### src/rtl/sram_sp_be_rd_streamer_pkg.sv
`default_nettype none
// ============================================================================
// sram_sp_be_rd_streamer_pkg : FSM encodings and width helper for the streamer
// Revision: 1.0
// ============================================================================
package sram_sp_be_rd_streamer_pkg;

    typedef logic [1:0] state_t;

    localparam state_t ST_IDLE  = 2'd0;
    localparam state_t ST_READ  = 2'd1;
    localparam state_t ST_DRAIN = 2'd2;

    // Never returns 0 so that derived vectors always have at least one bit
    function automatic int func_log2(input int value);
        return (value > 1) ? $clog2(value) : 1;
    endfunction

endpackage
`default_nettype wire

### src/rtl/fifo_sc_reg_based.sv
`default_nettype none
// ============================================================================
// fifo_sc_reg_based : single-clock register FIFO, first-word-fall-through out
// Revision: 1.0
// ============================================================================
module fifo_sc_reg_based
    import sram_sp_be_rd_streamer_pkg::*;
#(
    parameter int DEPTH   = 4,
    parameter int DATA_WD = 8,
    parameter int CNT_WD  = func_log2(DEPTH + 1)
) (
    input  logic               clk,
    input  logic               rstn,
    input  logic               push,
    input  logic [DATA_WD-1:0] push_dat,
    input  logic               pop,
    output logic [DATA_WD-1:0] pop_dat,
    output logic [CNT_WD-1:0]  cnt,
    output logic               empty,
    output logic               full
);

    localparam int                PTR_WD   = func_log2(DEPTH);
    localparam logic [PTR_WD-1:0] PTR_LAST = PTR_WD'(DEPTH - 1);
    localparam logic [PTR_WD-1:0] PTR_ONE  = PTR_WD'(1);
    localparam logic [CNT_WD-1:0] CNT_FULL = CNT_WD'(DEPTH);
    localparam logic [CNT_WD-1:0] CNT_ONE  = CNT_WD'(1);

    logic [DATA_WD-1:0] mem [DEPTH];
    logic [PTR_WD-1:0]  wr_ptr;
    logic [PTR_WD-1:0]  rd_ptr;
    logic               do_push;
    logic               do_pop;

    assign empty   = (cnt == '0);
    assign full    = (cnt == CNT_FULL);
    assign do_pop  = pop && !empty;
    assign do_push = push && (!full || do_pop);
    // Head is forced to zero while empty so stale words never leak out
    assign pop_dat = empty ? '0 : mem[rd_ptr];

    always_ff @(posedge clk or negedge rstn) begin
        if (!rstn) begin
            wr_ptr <= '0;
            rd_ptr <= '0;
            cnt    <= '0;
            for (int i = 0; i < DEPTH; i++) begin
                mem[i] <= '0;
            end
        end else begin
            if (do_push) begin
                mem[wr_ptr] <= push_dat;
                wr_ptr      <= (wr_ptr == PTR_LAST) ? '0 : wr_ptr + PTR_ONE;
            end
            if (do_pop) begin
                rd_ptr <= (rd_ptr == PTR_LAST) ? '0 : rd_ptr + PTR_ONE;
            end
            case ({do_push, do_pop})
                2'b10:   cnt <= cnt + CNT_ONE;
                2'b01:   cnt <= cnt - CNT_ONE;
                default: cnt <= cnt;
            endcase
        end
    end

`ifdef SIM_KNOB_DBG
    always @(posedge clk) begin
        if (rstn && push && full && !pop) begin
            $error("fifo_sc_reg_based: push while full");
        end
    end
`endif

endmodule
`default_nettype wire

### src/rtl/sram_sp_be_rd_streamer.sv
`default_nettype none
// ============================================================================
// sram_sp_be_rd_streamer : sequential SRAM reader presented as a valid/ready
//                          stream, read latency absorbed by a credited FIFO
// Revision: 1.0
// ============================================================================
module sram_sp_be_rd_streamer
    import sram_sp_be_rd_streamer_pkg::*;
#(
    parameter int KNOB_REGOUT = -1,
    parameter int SIZE        = 8,
    parameter int DATA_WD     = 32,
    parameter int FIFO_DEPTH  = 4,
    parameter int SIZE_WD     = func_log2(SIZE)
) (
    input  logic               clk,
    input  logic               rstn,
    input  logic               start_i,
    input  logic [SIZE_WD-1:0] len_i,
    output logic               busy_o,
    output logic               done_o,
    output logic [SIZE_WD-1:0] sram_adr_o,
    output logic               sram_rd_val_o,
    input  logic               sram_rd_val_i,
    input  logic [DATA_WD-1:0] sram_rd_dat_i,
    output logic               out_val_o,
    input  logic               out_rdy_i,
    output logic [DATA_WD-1:0] out_dat_o,
    output logic               out_lst_o
);

    localparam int               CNT_WD  = func_log2(FIFO_DEPTH + 1);
    localparam int               OCC_WD  = ((CNT_WD > 2) ? CNT_WD : 2) + 1;
    localparam logic [SIZE_WD:0] LEN_MAX = (SIZE_WD + 1)'(SIZE);
    localparam logic [SIZE_WD:0] LEN_ONE = (SIZE_WD + 1)'(1);
    localparam logic [1:0]       INF_ONE = 2'd1;

    state_t              state;
    state_t              state_nxt;
    logic [SIZE_WD:0]    cnt_len_r;
    logic [SIZE_WD:0]    issue_cnt;
    logic [SIZE_WD:0]    out_cnt;
    logic [1:0]          inflight_cnt;
    logic [CNT_WD-1:0]   fifo_cnt;
    logic                fifo_empty;
    logic                fifo_full;
    logic [OCC_WD-1:0]   occupancy;
    logic                credit_ok;
    logic                issue;
    logic                start_acc;
    logic                rd_accept;
    logic                xfer;
    logic                last_issue;
    logic                drained;

    // Words held plus words still coming back must fit in the FIFO
    assign occupancy  = OCC_WD'(fifo_cnt) + OCC_WD'(inflight_cnt);
    assign credit_ok  = (occupancy < OCC_WD'(FIFO_DEPTH)) && !fifo_full;
    assign rd_accept  = sram_rd_val_i && (inflight_cnt != 2'd0);
    assign xfer       = out_val_o && out_rdy_i;
    assign last_issue = (issue_cnt == cnt_len_r - LEN_ONE);
    assign drained    = (inflight_cnt == 2'd0) && fifo_empty && (out_cnt == cnt_len_r);

    always_ff @(posedge clk or negedge rstn) begin
        if (!rstn) begin
            state <= ST_IDLE;
        end else begin
            state <= state_nxt;
        end
    end

    always_comb begin
        state_nxt = state;
        case (state)
            ST_IDLE:  if (start_i)             state_nxt = ST_READ;
            ST_READ:  if (issue && last_issue) state_nxt = ST_DRAIN;
            ST_DRAIN: if (drained)             state_nxt = ST_IDLE;
            default:                           state_nxt = ST_IDLE;
        endcase
    end

    always_comb begin
        busy_o    = (state != ST_IDLE);
        start_acc = (state == ST_IDLE) && start_i;
        issue     = (state == ST_READ) && credit_ok;
        done_o    = (state == ST_DRAIN) && drained;
    end

    assign sram_rd_val_o = issue;
    assign sram_adr_o    = (state == ST_READ) ? issue_cnt[SIZE_WD-1:0] : '0;

    always_ff @(posedge clk or negedge rstn) begin
        if (!rstn) begin
            cnt_len_r <= '0;
            issue_cnt <= '0;
            out_cnt   <= '0;
        end else if (start_acc) begin
            cnt_len_r <= (len_i == '0) ? LEN_MAX : {1'b0, len_i};
            issue_cnt <= '0;
            out_cnt   <= '0;
        end else begin
            if (issue) begin
                issue_cnt <= issue_cnt + LEN_ONE;
            end
            if (xfer) begin
                out_cnt <= out_cnt + LEN_ONE;
            end
        end
    end

    always_ff @(posedge clk or negedge rstn) begin
        if (!rstn) begin
            inflight_cnt <= '0;
        end else begin
            case ({issue, rd_accept})
                2'b10:   inflight_cnt <= inflight_cnt + INF_ONE;
                2'b01:   inflight_cnt <= inflight_cnt - INF_ONE;
                default: inflight_cnt <= inflight_cnt;
            endcase
        end
    end

    fifo_sc_reg_based #(
        .DEPTH   (FIFO_DEPTH),
        .DATA_WD (DATA_WD),
        .CNT_WD  (CNT_WD)
    ) u_fifo (
        .clk      (clk),
        .rstn     (rstn),
        .push     (rd_accept),
        .push_dat (sram_rd_dat_i),
        .pop      (out_rdy_i),
        .pop_dat  (out_dat_o),
        .cnt      (fifo_cnt),
        .empty    (fifo_empty),
        .full     (fifo_full)
    );

    assign out_val_o = !fifo_empty;
    assign out_lst_o = out_val_o && (out_cnt == cnt_len_r - LEN_ONE);

    if (KNOB_REGOUT < 0 || KNOB_REGOUT > 1 || FIFO_DEPTH < KNOB_REGOUT + 3) begin : g_knob_err
`ifdef SIM_KNOB_DBG
        always @(posedge clk) begin
            if (KNOB_REGOUT == -1) begin
                $error("sram_sp_be_rd_streamer: KNOB_REGOUT left at -1");
                $finish;
            end else begin
                $error("sram_sp_be_rd_streamer: FIFO_DEPTH below KNOB_REGOUT+3");
            end
        end
`endif
    end

endmodule
`default_nettype wire

### config.mk
export PLATFORM = sky130hd
export DESIGN_NAME = sram_sp_be_rd_streamer
export DESIGN_NICKNAME = d
export VERILOG_FILES = /design/src/rtl/sram_sp_be_rd_streamer_pkg.sv /design/src/rtl/fifo_sc_reg_based.sv /design/src/rtl/sram_sp_be_rd_streamer.sv
export SDC_FILE = /design/constraint.sdc
export NUM_CORES = 1
export LEC_CHECK = 0
export BUFFER_PORTS_ARGS = -buffer_cell sky130_fd_sc_hd__buf_2
export CAP_MARGIN = 5
export CORE_MARGIN = 1.5
export CORE_UTILIZATION = 55
export CTS_CLUSTER_DIAMETER = 50
export DETAILED_ROUTE_END_ITERATION = 10
export PLACE_DENSITY = 0.76
export SLEW_MARGIN = 25
export SYNTH_ARGS = -nofsm -noshare
export SYNTH_HDL_FRONTEND = slang
export SYNTH_HIERARCHICAL = 1
export SYNTH_SLANG_ARGS = --single-unit
### constraint.sdc
create_clock -name clk -period 2.5 [get_ports clk]
set_clock_uncertainty 0.05 [all_clocks]
set_input_delay 0 -clock clk [delete_from_list [all_inputs] [get_ports clk]]
set_output_delay 0 -clock clk [all_outputs]
set_load 0.01 [all_outputs]
==> results.md <==
- Detailed-route via count: 4,343
- Dpl cells: 725
- Final Cycle Share: 89.9%
- FMAX: 445 MHz
- MaxCap Viol Count: 0
- Syn Nets: 534
- Static leakage: 3.86 nW
- Crit. End Element: primary output
- First-pass GRT wire length: 24,800 µm
- HPWL after detailed placement: 9180 µm
- Mux share of post-synthesis cell area: 31.2%
- Buffers on Ports: 79
- Simple-Gate Fraction of Synth Area: 7.42%
- GP Congestion: 0.757
- Synth cell types: 40
- # rows: 41
- Met2 Track Usage GR: 39.1%
- Share of post-route cells with drive strength above 1: 49.8%
- Clock Latency Late Sink: 0.42 ns
- CTS tree: done
- Req. time, crit path: 2.45 ns
- Ys flop type: dfrtp_1
- Final Hold Viols: 0
- Largest buffer count on any clock path: 2
- R2R setup slack: 0.25 ns
- Cell Count, Final, Fillers Out: 795
- P&R area growth vs syn: 22.9%
- Setup-failing EPs final: 0
- Post-synth EDFFs: 0
- Final TNS setup: 0 ns
- Adder-Cell Fraction of Synth Area: 2.19%
- ANT cells: 0
- Worst min path class: in2reg
- H-tree depth: 4
- CP startpoint kind: register
- Fin nets: 663
- Final ANT Viol Nets: 0
- FFs w/ async S/R, synth: 100%
- Crit path max fanout: 36
- Post-Synth XOR/XNOR Area: 2.91%
- Int Pwr: 0.00875 W
- Largest family of logic cells by synthesized area: multiplexers
- Synth warn: 6
- Net switching power: 0.00418 W
- Syn Inst Count: 482
- Worst Path Arrival: 2.20 ns
- Synth top area cells: dfrtp_1 52%, mux2_2 21%, mux4_2 10%
- Slew @ Worst Pin: 0.826 ns
- Largest net degree at the start of global routing: 91
- Iter 0 DRT Violations: 207
- Horiz. Die Dim: 118 µm
- Total gr overflow: 0
- # clock sinks: 151
- Synth Cell Area: 7210 µm²
- Cell Pwr Density: 1460 nW/µm²
- WS Path Type: reg2out
- Sw frac: 32.3%
- Seq cells post-synth: 151
- Worst-path clk slew: 0.06 ns
- Effective utilization at floorplan: 56.7%
- Worst slew margin: 45.0%
- Vias per cell: 5.46
- First-pass DRT Iterations: 4
- Core Region: 12,700 µm²
- Clock power share: 21.1%
- Minimum clock period: 2.25 ns
- Synth Area in Compound Gates: 0.659%
- Flop pwr share: 35.2%
- GRT Util Overall: 23.1%
- Global routing usage on met1: 29.5%
- Clock root buffer master: clkbuf_16
- Routed len/inst: 18.5 µm
- Die ar.: 13,800 µm²
- Post-route DRC: 0
- Share of the synthesized area in the top cell type: 52.4%
- Detailed Route WL: 14,700 µm
- PostCTS Resize Cnt: 0
- Leading area contributor after synthesis: dfrtp_1
- Sequential-to-total area share from yosys stat: 52.4%
- Slew Viols, Final: 0
- CTS buffer count: 17
- Max VDD drop: 0.000865 V
- Initial antenna violation count: 0
- RSZ-0062 raised after global routing: no
- Outcome: complete, no violations
- Met3 usage: 5.91%
- Vias in the first global route: 4,839
- Logic pwr share: 43.7%
- GR peak layer: met2
- Ports: 80
- Die Height: 118 µm
- Syn avg cell area: 15.0 µm²
-- per-layer routing --
layer  vias to the layer above  routed length [µm]
met2                        94                7500
met3                        18                 607
met4                         0                 178
met5                         -                   0
met1                      2255                6460
li1                       1976                   -
-- power by group through the flow --
stage / Combinational, W / Clock (W) / Sequential (W)
after detailed placement: 0.00562 / 0 / 0.00457
after CTS: 0.00572 / 0.00278 / 0.00455
after floorplan: 0.00431 / 0 / 0.00424
after global routing: 0.00611 / 0.00288 / 0.00472
final: 0.00564 / 0.00273 / 0.00455
after global placement: 0.00543 / 0 / 0.00446
-- cell usage in the layout, fill, tap and decap left out, types with 2 or more instances in the layout --
cell type        n
dfrtp_1        149
mux2_2         134
buf_2           78
dlygate4sd3_1   39
mux4_2          32
nor2b_1         31
clkbuf_16       17
xnor2_1         13
nor2_1          12
buf_4           12
inv_1           11
xor2_1          11
ha_1            11
nand2_1          9
bufinv_16        5
nand3_1          4
clkbuf_1         4
and2b_1          4
nor2_4           4
buf_12           4
and2_2           3
o21ai_0          3
nor3_2           2
nor3_1           2
mux2i_1          2
clkinv_2         2
clkinvlp_4       2
dfrtp_2          2
-- critical path: stages (launching register included) --
cell and delay, ns:
dfrtp_1 0.46, nor3_2 0.20, buf_4 0.46, nand3_1 0.23, nor3b_1 0.26, buf_2 0.17
-- registers in the layout (all words and copies together), names as in the netlist --
register	flops
u_fifo/mem	128
cnt_len_r	4
issue_cnt	4
out_cnt	4
u_fifo/cnt	3
inflight_cnt	2
state	2
u_fifo/rd_ptr	2
u_fifo/wr_ptr	2
-- timing repair --
item / CTS / global route
hold buffers: 39 / 0
endpoints found under the hold margin: 227 / 0
setup buffers: 0 / 0
setup endpoints to repair: 0 / 0
-- area by class of cell --
class	instances	area, µm²
Multi-Input combinational cell	296	3240
Inverter	11	41.3
Tap cell	172	215
Timing Repair Buffer	134	962
Sequential cell	151	3780
Fill cell	904	3860
Clock inverter	9	175
Clock buffer	22	454
-- final timing paths --
kind | startpoint | end | cells after the start
max reg2reg | u_fifo/cnt[0]$_DFFE_PN0P_ | u_fifo/cnt[2]$_DFFE_PN0P_ | 8
min in group asynchronous | rstn | cnt_len_r[0]$_DFFE_PN0P_ | 2
min reg2reg | state[1]$_DFFE_PN0P_ | state[0]$_DFFE_PN0P_ | 1
max | u_fifo/cnt[0]$_DFFE_PN0P_ | done_o | 5
max in group asynchronous | rstn | u_fifo/mem[35]$_DFFE_PN0P_ | 3
min | out_rdy_i | u_fifo/rd_ptr[1]$_DFFE_PN0P_ | 3
-- logic make-up (layout without fill, tap and decap cells) --
kind of cell    count (synthesis)  in the layout
flops                         151            151
buf+inv                        35            176
xor+xnor                       24             24
fa+ha+maj                      12             12
mux                           168            168
compound gates                  7              7
simple gates                   85             85
-- cells in the mapped netlist (2+ instances only) --
cell      instances
buf_2             5
xnor2_1          13
nand2_1           9
ha_1             11
clkbuf_1          5
nor3_1            3
and2_2            3
o21ai_0           3
nand3_1           4
mux2_2          134
nor2b_1          31
mux4_2           32
and2b_1           4
inv_1            11
nor2_1           16
xor2_1           11
buf_6            12
mux2i_1           2
buf_4             2
dfrtp_1         151
-- metrics by stage --
step                cell area, µm²  hold slack, ns  util (%)  total power (W)  worst slack, ns
global route                  8860          0.0539      69.7           0.0137           0.0456
floorplan                     7210          -0.346         -          0.00855            0.446
finish                        8860          0.0437      69.7           0.0129            0.251
CTS                           8860          0.0263      69.7           0.0130            0.252
detailed placement            7850          0.0835      61.7           0.0102            0.284
global placement              7850          0.0599      61.7          0.00988            0.434
No activity file was read; power rests on OpenSTA's default activity.
